File: src/rtl/std_cache_pkg.sv
`default_nettype none
// ============================================================================
// Module      : std_cache_pkg
// Description : Shared request/response types for the uncached bypass path.
//               bypass_req_t carries one downstream access: request strobe,
//               type, AMO opcode, transaction id, address, write data, write
//               enable, byte enables and size. bypass_rsp_t carries the
//               grant, the read-data valid strobe and the read data.
// Revision    : 1.0 - initial release
// ============================================================================
package std_cache_pkg;

  typedef struct packed {
    logic        req;
    logic [1:0]  reqtype;
    logic [3:0]  amo;
    logic [3:0]  id;
    logic [63:0] addr;
    logic [63:0] wdata;
    logic        we;
    logic [7:0]  be;
    logic [1:0]  size;
  } bypass_req_t;

  typedef struct packed {
    logic        gnt;
    logic        valid;
    logic [63:0] rdata;
  } bypass_rsp_t;

endpackage
`default_nettype wire

File: src/rtl/bypass_arbiter.sv
`default_nettype none
// ============================================================================
// Module      : bypass_arbiter
// Description : Round-robin arbiter that funnels NUM_PORTS bypass requesters
//               onto one downstream bypass port, with one transaction in
//               flight at a time (IDLE -> REQ -> RSP -> IDLE).
// Ports       : clk_i        - clock, rising edge
//               rst_ni       - asynchronous active-low reset
//               req_ports_i  - upstream requests, one per port
//               rsp_ports_o  - upstream gnt/valid/rdata, one per port
//               req_o        - downstream request (id = owning port)
//               rsp_i        - downstream gnt/valid/rdata
// Revision    : 1.0 - initial release
// ============================================================================
module bypass_arbiter #(
  parameter int NUM_PORTS = 3
) (
  input  logic                                        clk_i,
  input  logic                                        rst_ni,
  input  std_cache_pkg::bypass_req_t [NUM_PORTS-1:0]  req_ports_i,
  output std_cache_pkg::bypass_rsp_t [NUM_PORTS-1:0]  rsp_ports_o,
  output std_cache_pkg::bypass_req_t                  req_o,
  input  std_cache_pkg::bypass_rsp_t                  rsp_i
);

  localparam int c_idx_w = (NUM_PORTS > 1) ? $clog2(NUM_PORTS) : 1;

  localparam logic [c_idx_w-1:0] c_last_port = c_idx_w'(NUM_PORTS - 1);
  localparam logic [c_idx_w:0]   c_num_ports = (c_idx_w + 1)'(NUM_PORTS);

  localparam logic [1:0] c_st_idle = 2'd0;
  localparam logic [1:0] c_st_req  = 2'd1;
  localparam logic [1:0] c_st_rsp  = 2'd2;

  logic [1:0]                 r_state;
  logic [1:0]                 w_next_state;
  logic [c_idx_w-1:0]         r_rr;
  logic [c_idx_w-1:0]         r_owner;
  std_cache_pkg::bypass_req_t r_buf;

  logic                       w_found;
  logic [c_idx_w-1:0]         w_winner;
  logic [c_idx_w:0]           w_cand;
  logic                       w_grant;
  logic                       w_done;

  // Round-robin search starting at r_rr. r_rr and the offset are both below
  // NUM_PORTS, so one conditional subtract is enough for the wrap.
  always_comb begin
    w_found  = 1'b0;
    w_winner = '0;
    w_cand   = '0;
    for (int k = 0; k < NUM_PORTS; k++) begin
      w_cand = {1'b0, r_rr} + (c_idx_w + 1)'(k);
      if (w_cand >= c_num_ports) begin
        w_cand = w_cand - c_num_ports;
      end
      if (!w_found && req_ports_i[w_cand[c_idx_w-1:0]].req) begin
        w_found  = 1'b1;
        w_winner = w_cand[c_idx_w-1:0];
      end
    end
  end

  // The grant is combinational from the request lines, so it is gated with
  // the reset to keep every output quiet while reset is held.
  assign w_grant = (r_state == c_st_idle) && w_found && rst_ni;

  // Completion: valid together with the downstream grant, or valid in RSP.
  assign w_done = ((r_state == c_st_req) && rsp_i.gnt && rsp_i.valid) ||
                  ((r_state == c_st_rsp) && rsp_i.valid);

  // State register
  always_ff @(posedge clk_i or negedge rst_ni) begin
    if (!rst_ni) begin
      r_state <= c_st_idle;
    end else begin
      r_state <= w_next_state;
    end
  end

  // Next-state logic
  always_comb begin
    w_next_state = r_state;
    case (r_state)
      c_st_idle: begin
        if (w_found) begin
          w_next_state = c_st_req;
        end
      end
      c_st_req: begin
        if (rsp_i.gnt) begin
          w_next_state = rsp_i.valid ? c_st_idle : c_st_rsp;
        end
      end
      c_st_rsp: begin
        if (rsp_i.valid) begin
          w_next_state = c_st_idle;
        end
      end
      default: w_next_state = c_st_idle;
    endcase
  end

  // Request buffer, owner and round-robin pointer
  always_ff @(posedge clk_i or negedge rst_ni) begin
    if (!rst_ni) begin
      r_rr    <= '0;
      r_owner <= '0;
      r_buf   <= '0;
    end else begin
      if (w_grant) begin
        r_buf   <= req_ports_i[w_winner];
        r_owner <= w_winner;
      end
      if (w_done) begin
        r_rr <= (r_owner == c_last_port) ? '0 : r_owner + 1'b1;
      end
    end
  end

  // Output logic
  always_comb begin
    req_o       = '0;
    rsp_ports_o = '0;
    if (r_state == c_st_req) begin
      req_o     = r_buf;
      req_o.req = 1'b1;
      req_o.id  = 4'(r_owner);
    end
    if (w_grant) begin
      rsp_ports_o[w_winner].gnt = 1'b1;
    end
    if (w_done) begin
      rsp_ports_o[r_owner].valid = 1'b1;
      rsp_ports_o[r_owner].rdata = rsp_i.rdata;
    end
  end

`ifndef SYNTHESIS
  // Downstream strobes arriving in the wrong state are ignored by the logic
  // above; flag them so a misbehaving downstream is noticed.
  always_ff @(posedge clk_i) begin
    if (rst_ni) begin
      a_valid_in_idle : assert (!(rsp_i.valid && (r_state == c_st_idle)));
      a_gnt_not_req   : assert (!(rsp_i.gnt && (r_state != c_st_req)));
    end
  end
`endif

endmodule
`default_nettype wire

File: config.mk
export PLATFORM = sky130hd
export DESIGN_NAME = bypass_arbiter
export DESIGN_NICKNAME = d
export VERILOG_FILES = /design/src/rtl/std_cache_pkg.sv /design/src/rtl/bypass_arbiter.sv
export SDC_FILE = /design/constraint.sdc
export NUM_CORES = 1
export LEC_CHECK = 0
export CAP_MARGIN = 20
export CORE_AREA = 2 2 338 340
export CTS_BUF_LIST = sky130_fd_sc_hd__clkbuf_8
export DETAILED_ROUTE_END_ITERATION = 12
export DIE_AREA = 0 0 340 342
export PLACE_DENSITY = 0.32
export SLEW_MARGIN = 20
export SYNTH_ARGS = -nofsm -noshare
export SYNTH_HDL_FRONTEND = slang
export SYNTH_SLANG_ARGS = --single-unit
File: constraint.sdc
create_clock -name clk_i -period 3.1 [get_ports clk_i]
set_clock_uncertainty 0.15 [all_clocks]
set_input_delay 0.62 -clock clk_i [delete_from_list [all_inputs] [get_ports clk_i]]
set_output_delay 0.62 -clock clk_i [all_outputs]
set_load 0.02 [all_outputs]
==> metrics.md, run 1 <==
| Metric | Value |
|---|---|
| Relative slew slack | 0.402 |
| Synth Warn # | 0 |
| Layout cells sized above 1 | 0.396 |
| Starting density of the core | 0.103 |
| Primary flip-flop cell chosen by synthesis mapping | dfrtp_1 |
| Crit path launch type | flip-flop |
| H-tree depth | 4 |
| # rows | ~120 |
| CTS tree | yes |
| Final-stage net count | 2794 |
| Area grow syn2layout | 122% |
| R2R setup slack | ~0.14 ns |
| Worst-path fanout max | 4 |
| Async SR Flop Fraction | 1.00 |
| Critical Path Sink Type | primary output |
| Largest net degree at the start of global routing | 105 |
| Iter 0 DRT Violations | 385 |
| Seq/Total Area, Yosys | 0.324 |
| DRC Markers | 0 |
| Port bufs | 851 |
| CP Cell Sequence | and2b_4 -> a21oi_2 -> nand2b_4 -> nor3b_4 -> buf_12 -> buf_12 -> buf_16 -> buf_8 -> buf_12 -> buf_6 -> and2_4 -> buf_6 |
| Crit Reg-Reg Endpoint | r_buf[75] |
| Fin Hold WS | 0.308 ns |
| Synth area leader | dfrtp_1 |
| Maximum clock rate | 294 MHz |
| Violated checks | negative setup slack |
| Final RePlAce weighted congestion | 0.825 |
| Worst Path Class, Setup | flip-flop to primary output |
| Synth Instances | 1259 |
| Synth unique cells | 41 |
| Critical Path AT | around 2.6 ns |
| RSZ-0062 raised after global routing | true |
| Top cells by area, synth | dfrtp_1 (32%), and2_1 (18%), o211ai_2 (15%) |
| CP max-delay cell | dfrtp_1 |
| Power Dens Cells | 780 nW/µm² |
| Worst hold path type | primary input to async pin |
| Root Driver | clkbuf_8 |
| Vias in the first global route | 14900 |
| Die Area | 116000 µm² |
| Pre-CTS setup slack | -0.448 ns |
| Post-Route WL | around 83 mm |
| Max Cap Viol | 0 |
| Synthesized cell area | 11700 µm² |
| Critical path data required time | 2.33 ns |
| Placed instance count | between 3000 and 4000 |
| Worst-Margin Slew | 0.896 ns |
| Top cell type's share of synthesized area | 0.324 |
| Crit path buf inv count | 7 |
| Count leader, synth | and2_1 |
| # IOs | 866 |
| Dpl hpwl | 62.0 mm |
| Worst skew pair latency | 0.58 ns |
| Delay-heaviest family, CP | buffers and inverters |
| Final Cell Area | roughly 26000 µm² |
| WL/cell | 21.7 µm |
| Global route overflow | 0 |
| Number of iterations in the first detailed-routing pass | 4 |
| Min Tclk post-route | approximately 3.4 ns |
| Worst-path clk slew | 0.10 ns |
| Peak supply drop | 0.000479 V |
| Die Y | 342 µm |
| Register bit count reported by yosys | 151 |
| Static Leak | between 10 and 15 nW |
| Final period util | 1.10 |
| Antenna-violating nets left | 0 |
| Clock Path Buffers | 2 |
| Area taken by flip-flops and latches | 3780 µm² |
| Placed inst area | 22700 µm² |
| Multi-input gate area | around 7700 µm² |
| Clk sinks | 151 |
| Cts bufs inserted | 17 |
| Initial antenna violation count | 26 |
| Slew Limit Fails | 0 |
| Most common cell on crit path | buf_12 |
| Fill cell count | ~12000 |
| Setup_tns | -31.47 ns |
| Util after Layout | 0.230 |
| Final hold violations | 0 |
| Die Width | 340 µm |
| First-pass GRT wire length | 112 mm |
| Mean Syn Cell Area | 9.27 µm² |
| FF-to-FF Start | r_rr[0] |
| EDFF count, synth | 0 |
| Power Total | 20.3 mW |
| Fin cells | ~3800 |
| Final worst slack | -0.297 ns |
| Core Footprint | approximately 110000 µm² |
| Register-to-Register Path Depth | 14 |
| Largest stage delay, worst path | 0.45 ns |
| GRT Total Usage | 0.135 |
| Vias | approximately 14000 |
| Top cells by instance count after synthesis | and2_1 (340), dfrtp_1 (151), nand2_1 (148) |
| Status | finished with violations |
| Final setup fails | 220 |
| Via density | 3.61 |
[cells by family (layout without fill, tap and decap cells)]
kind of cell,after synthesis,count (layout),synth area share
AO/OA/AOI/OAI,167,167,0.169
other,1,12,0.000321
adder cells (fa/ha/maj),4,4,0.00429
buffers and inverters,125,1150,0.0684
flip-flops,151,151,0.324
AND/OR/NAND/NOR,663,663,0.307
multiplexers,148,148,0.127
[timing repair]
action | in CTS | in global routing
hold endpoints to repair | 13 | 0
setup buffers | 67 | 33
pin swaps | 22 | 19
cloned | 18 | 5
hold buffers | 1 | 0
resized for setup | 1100 | 385
setup endpoints to repair | 338 | 344
[routing by layer]
layer / up-vias / wire (µm) / global-route usage
met5: - / 180 / 0
met4: 28 / 1200 / 0.0249
met3: 78 / 6620 / 0.0509
met2: 544 / 44500 / 0.257
met1: 6699 / 30100 / 0.142
li1: 6382 / - / -
[sequential cells by signal, summed over array words and instances (netlist names)]
| signal | flops |
|---|---|
| r_buf | 145 |
| r_owner | 2 |
| r_rr | 2 |
| r_state | 2 |
[final cells by class]
| cell class | count | share of cell area |
|---|---|---|
| diodes | 10 | 0.000964 |
| clock buffers | 18 | 0.00954 |
| clock inverters | 14 | 0.00853 |
| inverters | 4 | 0.000578 |
| multi-input cells | 984 | 0.298 |
| flip-flops and latches | 151 | 0.146 |
| well taps | 1512 | 0.0729 |
| repair buffers | 1114 | 0.464 |
[worst max-delay path by stage]
| stage | startpoint | end | slack [ns] | cells past startpoint |
|---|---|---|---|---|
| final | r_state[0] | rsp_ports_o[85] | -0.30 | 12 |
| after floorplan | r_rr[0] | rsp_ports_o[131] | 0.20 | 10 |
| after CTS | r_state[1] | req_o[98] | -0.48 | 5 |
| after global routing | r_state[1] | rsp_ports_o[69] | -0.47 | 12 |
| after global placement | rsp_i[65] | rsp_ports_o[156] | -0.41 | 7 |
| after detailed placement | rsp_i[65] | rsp_ports_o[90] | -0.45 | 7 |
[report_power, final]
part           switching [mW]  total [mW]  internal, mW  leakage (nW)
Clock                    1.02        2.01         0.990         0.242
Sequential              0.484        3.39          2.90          1.89
Combinational            7.76        14.8          7.09          9.80
[cell usage in the layout (no fill, tap or decap), types with 11 or more instances in the layout]
cell type	count
nand2_1	147
mux2i_1	146
clkdlybuf4s50_1	531
clkdlybuf4s15_1	11
dlymetal6s2s_1	41
dfrtp_1	149
o211ai_2	139
nand3_1	146
and2_1	160
clkbuf_8	18
buf_6	227
and2_4	179
buf_12	44
clkdlybuf4s15_2	43
buf_4	159
buf_16	16
buf_8	18
[worst register-to-register path: cells and delay by family, from the launching register on]
| kind | cells | cell delay (ns) |
|---|---|---|
| fa+ha+maj | 1 | 0.17 |
| mux | 1 | 0.33 |
| buf+inv | 7 | 1.11 |
| flops | 1 | 0.46 |
| simple gates | 2 | 0.33 |
| compound gates | 3 | 0.28 |
Note: power is estimated with default switching activity, not from simulation.
==> inputs of run 2 (changes only) <==
Settings changed: HOLD_SLACK_MARGIN set to 0.05, REMOVE_ABC_BUFFERS set to 1, SKIP_LAST_GASP set to 1.
==> run 2 against run 1 <==
Net effect:
- largest power group unchanged
- combinational power about the same
- flip-flop and latch count unchanged
- the run still ends with negative setup slack left
- fmax decreased by 0.90%
==> metrics.md, run 2 (synthesis gave the netlist of run 1 again) <==
| Metric | Value |
|---|---|
| Die Width | 340 µm (unchanged) |
| CTS tree | yes |
| Final period util | 1.11 (+0.00998) |
| Max layer used | met5 |
| Met2 WL | 49.0 mm (+10%) |
| Port bufs | 851 (unchanged) |
| Final RePlAce weighted congestion | 0.881 (+6.7%) |
| WL met1 | 32.9 mm (+9.2%) |
| Worst-path clk slew | 0.10 ns (about the same) |
| Global route overflow | 0 (unchanged) |
| Post-Route WL | 90.1 mm (+9.0%) |
| Worst hold path type | flip-flop to flip-flop |
| DRC Markers | 0 (unchanged) |
| Slew Limit Fails | 0 (unchanged) |
| Relative slew slack | 0.350 (-0.0528) |
| Worst Path Class, Setup | flip-flop to primary output |
| Iter 0 DRT Violations | 481 (+25%) |
| Via density | 3.62 (+0.48%) |
| Critical path data required time | 2.33 ns (about the same) |
| Power Dens Cells | 782 nW/µm² (+0.20%) |
| Critical Path AT | 2.66 ns (+0.03 ns) |
| # rows | 124 (unchanged) |
| Largest net degree at the start of global routing | 148 (+41%) |
| Commonest non-fill, non-tap cell in the layout | clkdlybuf4s50_1 |
| First-pass GRT wire length | 120 mm (+7.2%) |
| Worst-Margin Slew | 0.976 ns (+0.0793 ns) |
| Die Area | 116000 µm² (unchanged) |
| GRT Total Usage | 0.148 (+0.0126) |
| Area grow syn2layout | 119% |
| Most frequent cells in the layout | clkdlybuf4s50_1 (504), buf_6 (216), and2_4 (191) |
| Min Tclk post-route | 3.43 ns (+0.0309 ns) |
| Crit. Startpoint | r_rr[1] |
| Power Total | 20.0 mW (-1.4%) |
| Clk sinks | 151 (unchanged) |
| Placed inst area | 22600 µm² (-0.62%) |
| Fill cell count | 12400 (+0.56%) |
| Final-stage net count | 2764 (-1.1%) |
| R2R setup slack | 0.11 ns (-0.03 ns) |
| Fin Hold WS | 0.332 ns (+0.0237 ns) |
| Cts bufs inserted | 17 (unchanged) |
| Worst-path fanout max | 6 (+2) |
| Core Footprint | 113000 µm² (unchanged) |
| Starting density of the core | 0.103 (unchanged) |
| Worst skew pair latency | 0.59 ns (about the same) |
| Register-to-Register Path Depth | 10 (-4) |
| Maximum clock rate | 292 MHz (-0.90%) |
| Vias | 13700 (-0.31%) |
| Peak supply drop | 0.000387 V (-19%) |
| Top reg by flops | r_buf |
| FF-to-FF Start | r_rr[1] |
| Clock Path Buffers | 2 (unchanged) |
| Initial antenna violation count | 23 (-12%) |
| Layout cells sized above 1 | 0.397 (+0.000397) |
| Status | finished with violations |
| Final hold violations | 0 (unchanged) |
| Root Driver | clkbuf_8 |
| Crit Reg-Reg Endpoint | r_buf[18] |
| Max Cap Viol | 0 (unchanged) |
| Worst setup endpoint | rsp_ports_o[65] |
| WL met3 | 5.76 mm (-13%) |
| # IOs | 866 (unchanged) |
| Critical Path Sink Type | primary output |
| Final worst slack | -0.328 ns (-0.0309 ns) |
| Number of iterations in the first detailed-routing pass | 4 (unchanged) |
| Vias in the first global route | 15100 (+1.3%) |
| Final Cell Area | 25500 µm² (-1.6%) |
| Die Y | 342 µm (unchanged) |
| Max FFs per register | 145 (unchanged) |
| WL/cell | 23.9 µm (+9.9%) |
| Final setup fails | 189 (-14%) |
| Violated checks | negative setup slack |
| Crit path launch type | flip-flop |
| H-tree depth | 4 (unchanged) |
| RSZ-0062 raised after global routing | true |
| Dpl hpwl | 64.5 mm (+4.0%) |
| Antenna-violating nets left | 0 (unchanged) |
| Static Leak | 11.4 nW (-4.3%) |
## run 2: final cells by class
class | instances | area (µm²) | share of cell area
Clock inverter | 15 | 164 | 0.00642
Inverter | 4 | 15.0 | 0.000588
Clock buffer | 17 | 234 | 0.00916
Multi-Input combinational cell | 984 | 7770 | 0.304
Timing Repair Buffer | 1084 | 11700 | 0.457
Tap cell | 1512 | 1890 | 0.0741
Antenna cell | 10 | 25.0 | 0.000980
Sequential cell | 151 | 3780 | 0.148
## run 2: critical path, cell delays in order, from the launching register on
cell     delay [ns]
dfrtp_2        0.46
inv_2          0.09
ha_4           0.20
mux2i_4        0.31
o21ai_4        0.08
buf_6          0.13
buf_6          0.12
o31ai_4        0.32
nor2_4         0.07
and2_4         0.14
buf_6          0.13
## run 2: worst min path at each step
stage                    from         to  slack, ns  depth (start not counted)
finish              r_buf[13]  r_buf[13]       0.33                          2
CTS                 r_buf[13]  r_buf[13]       0.34                          2
global placement    r_buf[72]  r_buf[72]       0.31                          2
floorplan              rst_ni   r_buf[0]       0.17                          0
detailed placement  r_buf[97]  r_buf[97]       0.31                          2
global route        r_buf[88]  r_buf[88]       0.35                          2
## run 2: power by group
| group | switching, mW | internal, mW |
|---|---|---|
| clock network | 1.06 | 0.735 |
| registers | 0.464 | 2.90 |
| logic | 8.11 | 6.70 |
| total | 9.63 | 10.3 |
## run 2: per-layer routing
layer,track usage,vias to the layer above
met5,0,-
met4,0.0484,26
met3,0.0448,101
met2,0.283,528
met1,0.152,6701
li1,-,6332
## run 2: repair_timing
action	CTS	global route
buffers inserted	73	15
endpoints found under the setup margin	452	269
gates resized for setup	1134	253
gates cloned	27	4
hold buffers	1	0
pin swaps	24	32
endpoints found under the hold margin	29	0
## run 2: stage by stage
step / cells / utilization / setup slack (ns) / TNS [ns]
global placement: 3631 / 0.200 / -0.575 / -87.86
floorplan: 1139 / - / -4.12 / -1131.44
CTS: 3763 / 0.222 / -0.425 / -49.98
global route: 3774 / 0.226 / -0.480 / -55.42
detailed placement: 3631 / 0.200 / -0.606 / -97.26
finish: 3777 / 0.226 / -0.328 / -21.51
